[config.mk]
export PLATFORM = sky130hd
export DESIGN_NAME = req_gnt_arbiter_flat
export DESIGN_NICKNAME = d
export VERILOG_FILES = /design/src/rtl/req_gnt_arbiter_pkg.sv /design/src/rtl/req_gnt_arbiter_if.sv /design/src/rtl/req_gnt_arbiter_rr_pick.sv /design/src/rtl/req_gnt_arbiter.sv /design/src/flat_wrapper.sv
export SDC_FILE = /design/constraint.sdc
export NUM_CORES = 1
export LEC_CHECK = 0
export CAP_MARGIN = 20
export CORE_MARGIN = 8
export CORE_UTILIZATION = 50
export DETAILED_ROUTE_END_ITERATION = 8
export DONT_BUFFER_PORTS = 1
export SLEW_MARGIN = 20
export SYNTH_ARGS = -nofsm -noshare
export SYNTH_HDL_FRONTEND = slang
export SYNTH_SLANG_ARGS = --single-unit
[constraint.sdc]
create_clock -name clk -period 1.75 [get_ports clk]
set_input_delay 0.525 -clock clk [delete_from_list [all_inputs] [get_ports clk]]
set_output_delay 0.525 -clock clk [all_outputs]
set_load 0.02 [all_outputs]
[src/rtl/req_gnt_arbiter_pkg.sv]
// Shared types and width helpers for the round-robin req/gnt arbiter.
// Latency: none (declarations only).
// Backpressure: n/a.
package arb_pkg;

    typedef enum logic [1:0] {
        IDLE    = 2'd0,
        GRANT   = 2'd1,
        RELEASE = 2'd2
    } arb_state_t;

    // Width of a requester index; a single-bit index is kept even for tiny N.
    function automatic int idx_w(input int n);
        return (n > 1) ? $clog2(n) : 1;
    endfunction

    // Width of a hold counter that must be able to reach max_hold.
    function automatic int cnt_w(input int max_hold);
        return (max_hold > 0) ? $clog2(max_hold + 1) : 1;
    endfunction

endpackage

[src/rtl/req_gnt_arbiter_if.sv]
// Request/grant bundle between N requesters and the arbiter.
// Latency: none (wires only).
// Backpressure: requesters hold req until granted; the arbiter answers on gnt.
interface req_gnt_arbiter_if #(
    parameter int N = 4
);
    localparam int IW = arb_pkg::idx_w(N);

    logic [N-1:0]  req;
    logic [N-1:0]  gnt;
    logic          gnt_valid;
    logic [IW-1:0] gnt_id;
    logic          timeout;

    // Requester side: raises requests, observes grants.
    modport master (
        output req,
        input  gnt,
        input  gnt_valid,
        input  gnt_id,
        input  timeout
    );

    // Arbiter side: observes requests, drives grants.
    modport slave (
        input  req,
        output gnt,
        output gnt_valid,
        output gnt_id,
        output timeout
    );

endinterface

[src/rtl/req_gnt_arbiter_rr_pick.sv]
// Round-robin priority encoder: first set request at or above ptr, with wrap.
// Latency: purely combinational.
// Backpressure: none.
module rr_pick
    import arb_pkg::*;
#(
    parameter  int N  = 4,
    localparam int IW = idx_w(N)
) (
    input  logic [N-1:0]  req,
    input  logic [IW-1:0] ptr,
    output logic          found,
    output logic [IW-1:0] idx
);

    // One extra bit so ptr + offset never overflows before the wrap subtract.
    logic [IW:0] cand;

    // Walk N candidates starting at ptr; once found, later bits are masked out
    // so unknown request bits past the winner cannot disturb the result.
    always_comb begin
        found = 1'b0;
        idx   = '0;
        cand  = '0;
        for (int i = 0; i < N; i++) begin
            cand = {1'b0, ptr} + (IW + 1)'(i);
            if (cand >= (IW + 1)'(N)) begin
                cand = cand - (IW + 1)'(N);
            end
            if (!found && req[cand[IW-1:0]]) begin
                found = 1'b1;
                idx   = cand[IW-1:0];
            end
        end
    end

endmodule

[src/rtl/req_gnt_arbiter.sv]
// Round-robin arbiter granting one of N requesters, hold bounded by MAX_HOLD.
// Latency: 1 cycle req->gnt from idle; one forced gnt=0 turnaround between owners.
// Backpressure: non-owners wait while the owner holds req; no preemption.
module req_gnt_arbiter
    import arb_pkg::*;
#(
    parameter int N        = 4,
    parameter int MAX_HOLD = 16
) (
    input  logic             clk,
    input  logic             reset,
    req_gnt_arbiter_if.slave bus
);

    localparam int IW = idx_w(N);
    localparam int CW = cnt_w(MAX_HOLD);

    localparam logic [IW-1:0] LAST_IDX = IW'(N - 1);
    localparam logic [CW-1:0] HOLD_MAX = CW'(MAX_HOLD);

    arb_state_t    state_q, state_d;
    logic [IW-1:0] rr_ptr_q, rr_ptr_d;
    logic [CW-1:0] hold_cnt_q, hold_cnt_d;
    logic [N-1:0]  gnt_q, gnt_d;
    logic [IW-1:0] gnt_id_q, gnt_id_d;
    logic          gnt_valid_q, gnt_valid_d;
    logic          timeout_q, timeout_d;

    logic          pick_found;
    logic [IW-1:0] pick_idx;
    logic          owner_req;
    logic          hold_done;
    logic [IW-1:0] next_ptr;

    rr_pick #(
        .N (N)
    ) u_rr_pick (
        .req   (bus.req),
        .ptr   (rr_ptr_q),
        .found (pick_found),
        .idx   (pick_idx)
    );

    // Only the current owner's request bit is ever looked at during a grant.
    assign owner_req = bus.req[gnt_id_q];
    assign hold_done = (hold_cnt_q == HOLD_MAX);
    assign next_ptr  = (gnt_id_q == LAST_IDX) ? '0 : gnt_id_q + IW'(1);

    // State and output registers; reset clears the grant immediately.
    always_ff @(posedge clk or posedge reset) begin
        if (reset) begin
            state_q     <= IDLE;
            rr_ptr_q    <= '0;
            hold_cnt_q  <= '0;
            gnt_q       <= '0;
            gnt_id_q    <= '0;
            gnt_valid_q <= 1'b0;
            timeout_q   <= 1'b0;
        end else begin
            state_q     <= state_d;
            rr_ptr_q    <= rr_ptr_d;
            hold_cnt_q  <= hold_cnt_d;
            gnt_q       <= gnt_d;
            gnt_id_q    <= gnt_id_d;
            gnt_valid_q <= gnt_valid_d;
            timeout_q   <= timeout_d;
        end
    end

    // Next state, round-robin pointer and hold counter.
    always_comb begin
        state_d    = state_q;
        rr_ptr_d   = rr_ptr_q;
        hold_cnt_d = hold_cnt_q;
        unique case (state_q)
            IDLE, RELEASE: begin
                // RELEASE is the turnaround cycle; it also arbitrates so the
                // next owner sees gnt the cycle right after it.
                if (pick_found) begin
                    state_d    = GRANT;
                    hold_cnt_d = CW'(1);
                end else begin
                    state_d    = IDLE;
                end
            end
            GRANT: begin
                if (!owner_req || hold_done) begin
                    // Pointer moves past the owner so a timed-out requester
                    // lines up behind everyone else still asking.
                    state_d    = RELEASE;
                    rr_ptr_d   = next_ptr;
                    hold_cnt_d = '0;
                end else begin
                    // hold_done is false here, so the counter stops at MAX_HOLD.
                    hold_cnt_d = hold_cnt_q + CW'(1);
                end
            end
            default: begin
                state_d = IDLE;
            end
        endcase
    end

    // Registered outputs for the next cycle: new grant, kept grant or revoke.
    always_comb begin
        gnt_d     = '0;
        gnt_id_d  = '0;
        timeout_d = 1'b0;
        unique case (state_q)
            IDLE, RELEASE: begin
                if (pick_found) begin
                    gnt_d[pick_idx] = 1'b1;
                    gnt_id_d        = pick_idx;
                end
            end
            GRANT: begin
                if (owner_req && !hold_done) begin
                    gnt_d    = gnt_q;
                    gnt_id_d = gnt_id_q;
                end else if (owner_req) begin
                    timeout_d = 1'b1;
                end
            end
            default: begin
                gnt_d = '0;
            end
        endcase
        gnt_valid_d = |gnt_d;
    end

    assign bus.gnt       = gnt_q;
    assign bus.gnt_valid = gnt_valid_q;
    assign bus.gnt_id    = gnt_id_q;
    assign bus.timeout   = timeout_q;

endmodule

[src/flat_wrapper.sv]
// flat-port wrapper written by rule: the top's interface ports become plain ports
module req_gnt_arbiter_flat import arb_pkg::*;
#(
    parameter int N        = 4,
    parameter int MAX_HOLD = 16
)
  (clk, reset, bus_req, bus_gnt, bus_gnt_valid, bus_gnt_id, bus_timeout);
  req_gnt_arbiter_if #(.N(N)) bus_i ();
  input  logic clk;
  input  logic reset;
  input wire logic [$bits(bus_i.req)-1:0] bus_req;
  output wire logic [$bits(bus_i.gnt)-1:0] bus_gnt;
  output wire logic [$bits(bus_i.gnt_valid)-1:0] bus_gnt_valid;
  output wire logic [$bits(bus_i.gnt_id)-1:0] bus_gnt_id;
  output wire logic [$bits(bus_i.timeout)-1:0] bus_timeout;
  assign bus_i.req = bus_req;
  assign bus_gnt = bus_i.gnt;
  assign bus_gnt_valid = bus_i.gnt_valid;
  assign bus_gnt_id = bus_i.gnt_id;
  assign bus_timeout = bus_i.timeout;
  req_gnt_arbiter #(.N(N), .MAX_HOLD(MAX_HOLD)) u_core (.clk(clk), .reset(reset), .bus(bus_i));
endmodule
* Word-level counts from Yosys, hierarchy flattened
Index checks and enable logic that the tools add are counted.
Cells by class: $lt $le $gt $ge 11, reduce and logical (&&, ||, !) cells 17, multiplexer cells 40, $add $sub $neg 9, eq/ne operators 7
Operators with widths (number):
- $mux 2 | 12
- $lt 2x3->1 const B | 6
- $mux 1 | 14
- $bmux 1 s2 | 5
- $mux 5 | 2
- $pmux 5 s2 | 1
- $ge 3x3->1 const B | 3
- $mux 4 | 2
- $pmux 2 s2 | 2
- $pmux 4 s2 | 1
- $sub 2x1->2 const B | 4
- $add 2x2->3 const B | 2
- $add 5x1->5 const B | 1
- $eq 5x5->1 const B | 1
- $logic_and 1x1->1 | 5
- $logic_not 1->1 | 5
- $eq 2x2->1 const B | 2
- $ne 2x1->1 const B | 2
- $reduce_and 2->1 | 2
- $reduce_or 4->1 | 1
- $add 2x1->3 const B | 1
- $ge 2x3->1 const B | 1
- $add 2x1->2 const B | 1
- $demux 1 s2 | 1
- 7 further kinds | 7
Storage, ports and cells: output and inout port bits 8, register bits 17, logic and storage cells 91

* Depth between registers and ports, before layout
Gate-level depths: netlist of run 1.
word-level depth 21, mapped depth 6, gate-level depth less buffers 5

* Modules after synthesis
A second synthesis of run 1 with hierarchy kept.
Unflattened totals: cell total of the unflattened synthesis 86, area total of the unflattened synthesis 852.1 um2
Modules (own cells, without submodules):
- req_gnt_arbiter | area an instance 774.5 um2, cells each 71, seq. area each 425.4 um2, times used 1
- rr_pick | area an instance 77.6 um2, cells each 15, seq. area each 0.0 um2, times used 1

* Worst setup path before layout of run 1
OpenSTA, ideal clock, no wires.
path type reg2reg, start point register u_core.gnt_id_q[0] (netlist: u_core.bus.gnt_id[0]), end point register u_core.rr_ptr_q[0], library setup time 0.128 ns, stages on the path, launching flop included 4, path slack 0.053 ns, data required time 1.622 ns, arrival time 1.569 ns, path through dfrtp_1 -> mux4_2 -> a21boi_2 -> mux2_1
On the way: word-level cells in the longest chain between the ends 5, elaborated cells on any way between the ends 8, classes of those cells add/sub: 1; eq/ne: 1; mux: 3; reduce/logical: 3
RTL lines:
- start, declared | line req_gnt_arbiter.sv:25 | logic [IW-1:0] gnt_id_q, gnt_id_d;
- start signal, assigned | line req_gnt_arbiter.sv:64 | gnt_id_q <= gnt_id_d;
- $bmux 1 s2 | line req_gnt_arbiter.sv:45 | assign owner_req = bus.req[gnt_id_q];
- $mux 1 (implied by the code) | line req_gnt_arbiter.sv:45
- $logic_not 1->1 | line req_gnt_arbiter.sv:87 | if (!owner_req || hold_done) begin
- $logic_or 1x1->1 | line req_gnt_arbiter.sv:87
- $reduce_and 2->1 (no line)
- end signal, assigned | line req_gnt_arbiter.sv:61 | rr_ptr_q <= rr_ptr_d;
- end, declared | line req_gnt_arbiter.sv:22 | logic [IW-1:0] rr_ptr_q, rr_ptr_d;
Parallel ways exist; a longest one is shown, timed or not. The select of a mux whose other input is x is not followed. A chain may end at the register's enable or synchronous reset.

* Final worst setup path of run 1
start point register u_core.hold_cnt_q[0], end point register u_core.gnt_id_q[0] (netlist: u_core.bus.gnt_id[0])
On the way: word-level cells in the longest chain between the ends 4
RTL lines:
- start, declared | line req_gnt_arbiter.sv:23 | logic [CW-1:0] hold_cnt_q, hold_cnt_d;
- start signal, assigned | line req_gnt_arbiter.sv:62 | hold_cnt_q <= hold_cnt_d;
- $eq 5x5->1 | line req_gnt_arbiter.sv:46 | assign hold_done = (hold_cnt_q == HOLD_MAX);
- $logic_not 1->1 | line req_gnt_arbiter.sv:117 | if (owner_req && !hold_done) begin
- $logic_and 1x1->1 | line req_gnt_arbiter.sv:117
- $ne 2x2->1 (no line)
Every way passes these cells.

==> implementation parameters, run 1 <==
Parameter                              Value

Global route
  Total global routing overflow    0
  Number of antenna violations at the first check in global routing    0
  Gr usage total    about 10%
  First-pass GRT wire length    roughly 2600 µm
  Vias in the first global route    564
  Maximum number of pins on one net before global-route repair    18

Layout
  Fillcell total    153
  Area taken by flip-flops and latches    425 µm²
  Finished Layout Cells    93
  Area taken by multi-input logic gates    slightly below 400 µm²
  Proportion of layout cells with a drive suffix above 1    14.5%
  Post-Layout Inst Area    897 µm²
  Area growth from synthesis to final layout    5.60%
  Diodes inserted    0
  Final net count    86

Clocking
  Deepest clock path buffer count    2
  Number of CTS-inserted buffers    3
  Cell at the root of the clock tree    sky130_fd_sc_hd__clkbuf_4
  Htree depth    1
  Clock Sinks    17
  TritonCTS clock tree    done
  Worst skew pair latency    slightly below 0.3 ns
  Clock transition at the registers of the reported paths    ~0.10 ns
  Post-cts gate resize count    0
  Total of hold buffers inserted after clock tree synthesis    0
  Buffer count from post-CTS setup fixing    0

Synth
  Syn nets    81
  Synthesis warning total    0
  Largest cells by area after synthesis    sky130_fd_sc_hd__dfrtp_1 50%, sky130_fd_sc_hd__a22o_1 6.2%, sky130_fd_sc_hd__a32o_1 4.7%
  Synth area leader    sky130_fd_sc_hd__dfrtp_1
  Distinct cells, synth    31
  Synth top area share    roughly 50%
  Ys async rst share    100%
  Flip-flop and latch count after synthesis    17
  EDFF count, synth    0
  Synthesized area    850 µm²
  Leading register cell type out of synthesis    sky130_fd_sc_hd__dfrtp_1
  Number of instances in the synthesized netlist    72
  Sequential area share after synthesis    50.1%
  Mean Syn Cell Area    11.8 µm²

Power
  Power, Total    between 1000 and 1500 µW
  VDD IR max    773 µV
  Leak pwr    0.000410 µW
  Total power density per cell area    1650 nW/µm²

Placed design
  Detailed-placement wirelength estimate    about 1100 µm
  RD Place Congestion    approximately 0.74
  Total placed cells including tap cells    89
  Port bufs    0
  Cell area after placement    roughly 870 µm²

Timing
  Peak clock frequency supported by timing    0.630 GHz
  Measured slew at the worst slew-check pin    around 0.62 ns
  Time the final worst path needs with I/O delays and setup    roughly 1.6 ns
  Maximum clock skew at final layout    0.00686 ns
  Setup tns final    0 ns
  Period utilisation layout    90.7%
  Final hold slack    ~0.18 ns
  Worst relative slew slack    58.3%
  Unrepaired setup endpoints after global routing    false
  Final hold violation count    0
  Setup violators final    0
  Number of max-slew violations in the final report    0

Critical path
  CP Max Fanout    13
  Logic depth of the worst register-to-register path    5
  Critical Path RT    1.98 ns
  Type of the setup path with the least slack    reg -> reg
  Critical path launch point type    flip-flop
  Category of the worst setup path capture point    flip-flop
  Data arrival time of the critical path    1.82 ns

Drt
  Overall routed net length    1530 µm
  First DRT Iteration DRCs    7
  1st-pass router iterations    4
  Average wire per cell in the routed design    16.4 µm
  Remaining number of nets flagged by the antenna check after routing    0
  Remaining DRCs    0
  Total number of vias    570
  Vias per std cell    between 6 and 7

Floorplan
  Floorplan Core Area    1670 µm²
  Die width    57.2 µm
  Full die area    between 3000 and 4000 µm²
  Std cell rows    15
  Top-level I/O count    14
  Effective utilization at floorplan    50.9%
  Die boundary height    57.2 µm

Status
  Run status    finished clean

Min path
  Min-Delay Path Class    in -> async

Flow run
  Reported max-cap violation count    0
[worst paths after layout]
path	slack (ns)	from	endpoint
worst max-delay path	0.16	u_core.hold_cnt_q[0]$_DFFE_PP0P_	u_core.bus.gnt_id[0]$_DFFE_PP0P_
worst min-delay path	0.18	reset	u_core.hold_cnt_q[3]$_DFFE_PP0P_
worst max register to register	0.16	u_core.hold_cnt_q[0]$_DFFE_PP0P_	u_core.bus.gnt_id[0]$_DFFE_PP0P_
worst min register to register	0.56	u_core.rr_ptr_q[0]$_DFFE_PP0P_	u_core.rr_ptr_q[0]$_DFFE_PP0P_
max in group asynchronous	1.16	reset	u_core.bus.gnt_id[0]$_DFFE_PP0P_
min in group clk	0.56	u_core.rr_ptr_q[0]$_DFFE_PP0P_	u_core.rr_ptr_q[0]$_DFFE_PP0P_
[placed cells by master, fill, tap and decap left out, types with 2 or more instances in the layout]
cell / netlist / routed
sky130_fd_sc_hd__dfrtp_1: 17 / 17
sky130_fd_sc_hd__nor2_1: 6 / 6
sky130_fd_sc_hd__a22o_1: 6 / 6
sky130_fd_sc_hd__inv_1: 4 / 4
sky130_fd_sc_hd__a32o_1: 4 / 4
sky130_fd_sc_hd__nand3_1: 3 / 3
sky130_fd_sc_hd__ha_1: 3 / 3
sky130_fd_sc_hd__clkbuf_4: 0 / 3
sky130_fd_sc_hd__nor2b_1: 2 / 2
sky130_fd_sc_hd__mux2_1: 2 / 2
sky130_fd_sc_hd__a21oi_1: 2 / 2
sky130_fd_sc_hd__o22ai_1: 2 / 2
sky130_fd_sc_hd__xnor2_1: 2 / 2
sky130_fd_sc_hd__buf_4: 0 / 2
[cell families after synthesis]
| group | Yosys count | synth area share, % |
|---|---|---|
| AO/OA/AOI/OAI | 21 | 20.5 |
| flip-flops | 17 | 50.1 |
| XOR/XNOR | 2 | 2.06 |
| multiplexers | 5 | 7.81 |
| adder cells (fa/ha/maj) | 3 | 4.42 |
| buffers and inverters | 6 | 3.53 |
| AND/OR/NAND/NOR | 18 | 11.6 |
[worst max-delay path: stages, from the launching register on]
cell	delay (ns)
sky130_fd_sc_hd__dfrtp_1	0.41
sky130_fd_sc_hd__inv_1	0.08
sky130_fd_sc_hd__ha_1	0.20
sky130_fd_sc_hd__nand3_1	0.14
sky130_fd_sc_hd__nor2b_2	0.48
sky130_fd_sc_hd__a22o_1	0.22
[registers in the layout, indices dropped and copies added, names as in the netlist]
name	flops
u_core.rr_ptr_q	2
u_core.bus.gnt_id	2
u_core.bus.timeout	1
u_core.bus.gnt	4
u_core.state_q	2
u_core.bus.gnt_valid	1
u_core.hold_cnt_q	5
[layer usage]
metal	GRT usage [%]	wire length, µm	vias up
li1	-	-	275
met1	12.4	737	281
met2	15.1	644	10
met3	5.38	123	4
met4	4.29	23	0
met5	0	0	-
[where the power goes]
group / total (µW) / internal (µW) / switching (µW)
combinational: 564 / 265 / 299
clock: 214 / 88.7 / 125
sequential: 707 / 525 / 182
total: 1480 / 879 / 606
[metrics by stage]
stage / utilization (%) / worst slack [ns]
floorplan: - / 0.0532
global placement: 52.1 / 0.0902
detailed placement: 52.1 / 0.0610
CTS: 53.7 / 0.147
global route: 53.7 / 0.0409
finish: 53.7 / 0.163
[synth_stat cells, drive strengths merged (2+ instances only)]
cell type / n
dfrtp: 17
a22o: 6
nor2: 6
a32o: 4
inv: 4
ha: 3
mux2: 3
nand3: 3
nor2b: 3
a21boi: 2
a21oi: 2
o22ai: 2
or2: 2
xnor2: 2
[layout make-up]
cell class | instances | share of cell area [%]
sequential | 17 | 47.4
timing repair buffer | 2 | 1.67
clock buffer | 4 | 2.93
tap | 17 | 2.37
inverter | 4 | 1.67
multi-input combinational | 49 | 43.9
No activity file was read; power rests on OpenSTA's default activity.
==> run 2, diff against run 1 <==
--- a/config.mk
+++ b/config.mk
@@ -10,6 +10,7 @@
 export CORE_UTILIZATION = 50
 export DETAILED_ROUTE_END_ITERATION = 8
 export DONT_BUFFER_PORTS = 1
+export PLACE_DENSITY = 0.68
 export SLEW_MARGIN = 20
 export SYNTH_ARGS = -nofsm -noshare
 export SYNTH_HDL_FRONTEND = slang
==> constraint.sdc (replaced) <==
create_clock -name clk -period 1.4 [get_ports clk]
set_input_delay 0.42 -clock clk [delete_from_list [all_inputs] [get_ports clk]]
set_output_delay 0.42 -clock clk [all_outputs]
set_load 0.02 [all_outputs]
==> implementation parameters, run 2 (synthesis gave the netlist of run 1 again) <==
Parameter                              Value

Floorplan
  Die width    57.2 µm (unchanged)
  Effective utilization at floorplan    50.9% (unchanged)
  Top-level I/O count    14 (unchanged)
  Full die area    3270 µm² (unchanged)
  Floorplan Core Area    1670 µm² (unchanged)
  Die boundary height    57.2 µm (unchanged)
  Std cell rows    15 (unchanged)

Clocking
  Cell at the root of the clock tree    sky130_fd_sc_hd__clkbuf_4
  Buffer count from post-CTS setup fixing    0 (unchanged)
  Htree depth    1 (unchanged)
  Deepest clock path buffer count    2 (unchanged)
  Clock Sinks    17 (unchanged)
  Number of CTS-inserted buffers    3 (unchanged)
  Worst skew pair latency    0.29 ns (about the same)
  Clock transition at the registers of the reported paths    0.10 ns (about the same)
  TritonCTS clock tree    done

Power
  Leak pwr    0.000498 µW (+22%)
  Total power density per cell area    2040 nW/µm² (+23%)
  Net switching share of the total power    37.6% (-3.2 points)
  Share of power burned in the clock network    12.2% (-2.2 points)
  VDD IR max    1050 µV (+36%)
  Sequential power share    36.7% (-11 points)
  Cell-internal power    1320 µW (+51%)
  Combinational cell fraction of total power    51.1% (+13 points)
  Power, Total    2120 µW (+43%)
  Net switching power    797 µW (+32%)

Drt
  Remaining DRCs    0 (unchanged)
  Overall routed net length    1710 µm (+12%)
  Average wire per cell in the routed design    15.7 µm (-4.7%)
  First DRT Iteration DRCs    4 (-3)
  1st-pass router iterations    4 (unchanged)
  Vias per std cell    5.91 (-3.6%)
  Total number of vias    644 (+13%)
  Remaining number of nets flagged by the antenna check after routing    0 (unchanged)

Timing
  Final hold violation count    0 (unchanged)
  Period utilisation layout    112% (+22 points)
  Worst relative slew slack    62.5% (+4.2 points)
  Worst setup margin    -0.171 ns (-0.334 ns)
  Final hold slack    0.0152 ns (-0.168 ns)
  Time the final worst path needs with I/O delays and setup    1.57 ns (-0.0162 ns)
  Number of max-slew violations in the final report    0 (unchanged)
  Measured slew at the worst slew-check pin    0.560 ns (-0.0641 ns)
  Setup violators final    15 (+15)
  Maximum clock skew at final layout    0.00500 ns (-0.00186 ns)
  Peak clock frequency supported by timing    0.636 GHz (+1.0%)
  Unrepaired setup endpoints after global routing    true

Layout
  Diodes inserted    0 (unchanged)
  Area taken by flip-flops and latches    427 µm² (+0.29%)
  Post-Layout Inst Area    1040 µm² (+16%)
  Flip-flop count of the largest register, all copies and words added    5 (unchanged)
  Area growth from synthesis to final layout    22.7%
  Area taken by multi-input logic gates    405 µm² (+2.9%)
  Proportion of layout cells with a drive suffix above 1    31.5% (+17 points)
  Register with the most flip-flops    u_core.hold_cnt_q
  Most frequent cells in the layout    17 x sky130_fd_sc_hd__buf_4, 16 x sky130_fd_sc_hd__dfrtp_1, 6 x sky130_fd_sc_hd__nor2_1, 6 x sky130_fd_sc_hd__a22o_1
  Fillcell total    150 (-2.0%)
  Most frequent standard cell in the layout excluding fill and tap cells    sky130_fd_sc_hd__buf_4
  Final net count    102 (+19%)
  Finished Layout Cells    109 (+17%)

Critical path
  Category of the worst setup path capture point    flip-flop
  CP Max Fanout    3 (-10)
  Cells traversed along the worst timing path    mux4_2, a21boi_2, mux2_1
  Stage delay of the slowest cell on the critical path    0.53 ns (+0.05 ns)
  Number of buffer and inverter instances along the worst setup path    0 (-1)
  Worst reg2reg startpoint    u_core.bus.gnt_id[0]$_DFFE_PP0P_
  Data arrival time of the critical path    1.75 ns (-0.07 ns)
  R2r endpoint    u_core.rr_ptr_q[1]$_DFFE_PP0P_
  Critical path startpoint    u_core.bus.gnt_id[0]$_DFFE_PP0P_
  Critical Path RT    1.58 ns (-0.40 ns)
  Cell with the largest stage delay on the worst path    sky130_fd_sc_hd__mux4_2
  Setup slack on the worst flop-to-flop path    -0.17 ns (-0.33 ns)
  CP Capture Point    u_core.rr_ptr_q[1]$_DFFE_PP0P_
  Worst path depth    3 (-2)
  Critical path launch point type    flip-flop
  Kind of cell with the highest combined delay on the critical path    multiplexers
  Logic depth of the worst register-to-register path    3 (-2)
  Type of the setup path with the least slack    reg -> reg

Min path
  Min-Delay Path Class    in -> async

Global route
  Total global routing overflow    0 (unchanged)
  Vias in the first global route    712 (+26%)
  Gr usage total    11.4% (+1.1 points)
  Number of antenna violations at the first check in global routing    0 (unchanged)
  Maximum number of pins on one net before global-route repair    18 (unchanged)
  First-pass GRT wire length    2950 µm (+11%)

Status
  Violated checks    setup timing
  Run status    finished, violations left

Placed design
  Detailed-placement wirelength estimate    1350 µm (+20%)
  RD Place Congestion    0.764 (+2.7%)
  Total placed cells including tap cells    105 (+18%)
  Port bufs    0 (unchanged)
  Worst slack at placement    -0.179 ns (-0.240 ns)
  Cell area after placement    1000 µm² (+15%)

Flow run
  Reported max-cap violation count    0 (unchanged)
-- run 2: through the flow --
stage,TNS [ns],utilization [%]
after CTS,-1.89,61.7
after global routing,-2.30,62.4
final,-1.75,62.4
after detailed placement,-1.80,60.1
after global placement,-1.60,60.1
after floorplan,-2.35,-
-- run 2: how the worst min path moves through the flow --
| stage | endpoint |
|---|---|
| floorplan | u_core.bus.gnt[0]$_DFF_PP0_ |
| global placement | u_core.bus.timeout$_DFF_PP0_ |
| detailed placement | u_core.bus.timeout$_DFF_PP0_ |
| CTS | u_core.hold_cnt_q[2]$_DFFE_PP0P_ |
| global route | u_core.hold_cnt_q[3]$_DFFE_PP0P_ |
| finish | u_core.hold_cnt_q[1]$_DFFE_PP0P_ |
-- run 2: cell type report --
cell class,count,share of cell area (%)
sequential,17,40.9
multi-input combinational,49,38.9
timing repair buffer,18,14.2
clock buffer,4,2.52
tap,17,2.04
inverter,4,1.44
-- run 2: worst reg2reg max path, cell delays in order (launching register included) --
cell,delay [ns]
sky130_fd_sc_hd__dfrtp_2,0.39
sky130_fd_sc_hd__mux4_2,0.53
sky130_fd_sc_hd__a21boi_2,0.21
sky130_fd_sc_hd__mux2_1,0.33
-- run 2: layer usage --
metal	global-route usage, %	routed length, µm	up-vias
met2	20.6	913	11
met3	4.71	114	2
met4	6.07	16	0
li1	-	-	309
met1	10.7	662	322
met5	0	0	-
-- run 2: what timing repair did --
action	4_1_cts	5_1_grt
pin swaps	1	0
endpoints found under the setup margin	15	15
resized for setup	0	1
hold buffers	0	0
-- run 2: power groups by stage --
stage / registers (µW) / clock network, µW / logic (µW)
after global routing: 797 / 282 / 1190
after global placement: 791 / 0 / 1050
after CTS: 783 / 269 / 1070
final: 779 / 259 / 1080
after floorplan: 882 / 0 / 570
after detailed placement: 791 / 0 / 1070
==> run 3, diff against run 2 <==
--- a/config.mk
+++ b/config.mk
@@ -10,7 +10,6 @@
 export CORE_UTILIZATION = 50
 export DETAILED_ROUTE_END_ITERATION = 8
 export DONT_BUFFER_PORTS = 1
-export PLACE_DENSITY = 0.68
 export SLEW_MARGIN = 20
 export SYNTH_ARGS = -nofsm -noshare
 export SYNTH_HDL_FRONTEND = slang
==> constraint.sdc (replaced) <==
create_clock -name clk -period 1.5 [get_ports clk]
set_input_delay 0.45 -clock clk [delete_from_list [all_inputs] [get_ports clk]]
set_output_delay 0.45 -clock clk [all_outputs]
set_load 0.02 [all_outputs]
==> implementation parameters, run 3 (synthesis gave the netlist of run 1 again) <==
Parameter                              Value

Timing
  Peak clock frequency supported by timing    0.644 GHz (+1.2%)
  Worst setup margin    -0.0533 ns (+0.118 ns)
  Time the final worst path needs with I/O delays and setup    1.55 ns (-0.0179 ns)
  Measured slew at the worst slew-check pin    0.540 ns (-0.0206 ns)
  Number of max-slew violations in the final report    0 (unchanged)
  Worst relative slew slack    63.9% (+1.4 points)
  Unrepaired setup endpoints after global routing    true
  Maximum clock skew at final layout    0.00659 ns (+0.00160 ns)
  Final hold slack    -0.00414 ns (-0.0193 ns)
  Final hold violation count    4 (+4)
  Period utilisation layout    104% (-8.7 points)
  Setup violators final    2 (-13)

Floorplan
  Die boundary height    57.2 µm (unchanged)
  Std cell rows    15 (unchanged)
  Top-level I/O count    14 (unchanged)
  Effective utilization at floorplan    50.9% (unchanged)
  Floorplan Core Area    1670 µm² (unchanged)
  Full die area    3270 µm² (unchanged)
  Die width    57.2 µm (unchanged)

Clocking
  Number of CTS-inserted buffers    3 (unchanged)
  Cell at the root of the clock tree    sky130_fd_sc_hd__clkbuf_4
  Htree depth    1 (unchanged)
  Clock transition at the registers of the reported paths    0.10 ns (about the same)
  Clock Sinks    17 (unchanged)
  TritonCTS clock tree    done
  Worst skew pair latency    0.28 ns (about the same)
  Deepest clock path buffer count    2 (unchanged)

Layout
  Final net count    100 (-2.0%)
  Fillcell total    136 (-9.3%)
  Area growth from synthesis to final layout    20.5%
  Most frequent cells in the layout    16 x sky130_fd_sc_hd__buf_4, 16 x sky130_fd_sc_hd__dfrtp_1, 6 x sky130_fd_sc_hd__nor2_1, 6 x sky130_fd_sc_hd__a22o_1
  Area taken by multi-input logic gates    414 µm² (+2.2%)
  Diodes inserted    0 (unchanged)
  Register with the most flip-flops    u_core.hold_cnt_q
  Flip-flop count of the largest register, all copies and words added    5 (unchanged)
  Finished Layout Cells    107 (-1.8%)
  Post-layout util    61.3% (-1.1 points)
  Area taken by flip-flops and latches    427 µm² (unchanged)
  Post-Layout Inst Area    1020 µm² (-1.8%)
  Proportion of layout cells with a drive suffix above 1    31.1% (-0.41 points)

Drt
  First DRT Iteration DRCs    4 (unchanged)
  Overall routed net length    1690 µm (-0.70%)
  Total number of vias    607 (-5.7%)
  Average wire per cell in the routed design    15.8 µm (+1.2%)
  Remaining number of nets flagged by the antenna check after routing    0 (unchanged)
  1st-pass router iterations    2 (-2)
  Remaining DRCs    0 (unchanged)
  Vias per std cell    5.67 (-4.0%)

Power
  Leak pwr    0.000497 µW (-0.20%)
  Combinational cell fraction of total power    50.1% (-1.0 points)
  Share of power burned in the clock network    12.1% (about the same)
  Total power density per cell area    1950 nW/µm² (-4.1%)
  VDD IR max    1200 µV (+14%)
  Net switching power    759 µW (-4.8%)
  Power, Total    2000 µW (-5.8%)
  Net switching share of the total power    38.0% (+0.44 points)
  Sequential power share    37.8% (+1.1 points)
  Cell-internal power    1240 µW (-6.5%)

Critical path
  Kind of cell with the highest combined delay on the critical path    multiplexers
  Cell with the largest stage delay on the worst path    sky130_fd_sc_hd__mux4_2
  Cells traversed along the worst timing path    mux4_2, a21boi_4, mux2_4
  R2r endpoint    u_core.rr_ptr_q[0]$_DFFE_PP0P_
  CP Max Fanout    3 (unchanged)
  Worst reg2reg startpoint    u_core.bus.gnt_id[0]$_DFFE_PP0P_
  Setup slack on the worst flop-to-flop path    -0.05 ns (+0.12 ns)
  Stage delay of the slowest cell on the critical path    0.55 ns (+0.02 ns)
  Category of the worst setup path capture point    flip-flop
  Critical path launch point type    flip-flop
  Type of the setup path with the least slack    reg -> reg
  Data arrival time of the critical path    1.73 ns (-0.02 ns)
  Logic depth of the worst register-to-register path    3 (unchanged)
  Number of buffer and inverter instances along the worst setup path    0 (unchanged)
  Critical Path RT    1.67 ns (+0.09 ns)

Placed design
  Cell area after placement    970 µm² (-3.5%)
  RD Place Congestion    0.714 (-6.6%)
  Total placed cells including tap cells    102 (-2.9%)
  Detailed-placement wirelength estimate    1300 µm (-4.1%)
  Port bufs    0 (unchanged)

Min path
  Min-Delay Path Class    in -> async

Status
  Violated checks    hold timing, setup timing
  Run status    finished, violations left

Global route
  Maximum number of pins on one net before global-route repair    14 (-4)
  First-pass GRT wire length    2800 µm (-5.1%)
  Total global routing overflow    0 (unchanged)
  Number of antenna violations at the first check in global routing    0 (unchanged)
  Gr usage total    10.8% (-0.63 points)
  Vias in the first global route    656 (-7.9%)

Flow run
  Reported max-cap violation count    0 (unchanged)
[run 3: worst max path at each step]
stage,cells past startpoint,slack (ns),from,to
global placement,3,-0.08,bus_req[3],u_core.rr_ptr_q[0]$_DFFE_PP0P_
CTS,3,-0.05,u_core.bus.gnt_id[0]$_DFFE_PP0P_,u_core.rr_ptr_q[1]$_DFFE_PP0P_
global route,3,-0.09,u_core.bus.gnt_id[0]$_DFFE_PP0P_,u_core.rr_ptr_q[1]$_DFFE_PP0P_
floorplan,3,-0.11,u_core.bus.gnt_id[0]$_DFFE_PP0P_,u_core.rr_ptr_q[0]$_DFFE_PP0P_
detailed placement,3,-0.11,bus_req[3],u_core.rr_ptr_q[1]$_DFFE_PP0P_
finish,3,-0.05,u_core.bus.gnt_id[0]$_DFFE_PP0P_,u_core.rr_ptr_q[0]$_DFFE_PP0P_
[run 3: final cells by class]
cell class | instances | area share [%]
clock buffers | 4 | 2.57
inverters | 4 | 1.47
multi-input cells | 49 | 40.5
flip-flops and latches | 17 | 41.7
well taps | 17 | 2.08
repair buffers | 16 | 11.7
[run 3: per-layer routing]
layer	track usage (%)	part of all wire, %	wire length (µm)
met5	0	0	0
met2	17.9	48	814
met3	3.59	5.7	96
met4	4.29	0.53	9
met1	12.5	46	774
[run 3: repair_timing]
action	in CTS	in global routing
setup buffers	0	1
setup endpoints to repair	15	14
gates resized for setup	4	0
pin swaps	0	0
hold buffers	0	0
[run 3: per-stage QoR]
step / hold WS (ns) / setup TNS [ns] / setup slack [ns]
CTS: 0.00436 / -0.132 / -0.0527
floorplan: 0.376 / -0.904 / -0.113
finish: -0.00414 / -0.106 / -0.0533
detailed placement: 0.321 / -0.997 / -0.114
global placement: 0.309 / -0.718 / -0.0820
global route: 0.00535 / -0.617 / -0.0919
[run 3: power by group through the flow]
stage               registers (µW)  clock network [µW]  logic (µW)
global placement               756                   0         911
global route                   777                 265        1100
CTS                            754                 252         999
finish                         755                 243        1000
floorplan                      823                   0         532
detailed placement             761                   0         924
[run 3: worst register-to-register path: cells and delay by family, from the launching register on]
family         cells  cell delay, ns
AO/OA/AOI/OAI      1            0.20
multiplexers       2            0.86
flip-flops         1            0.38
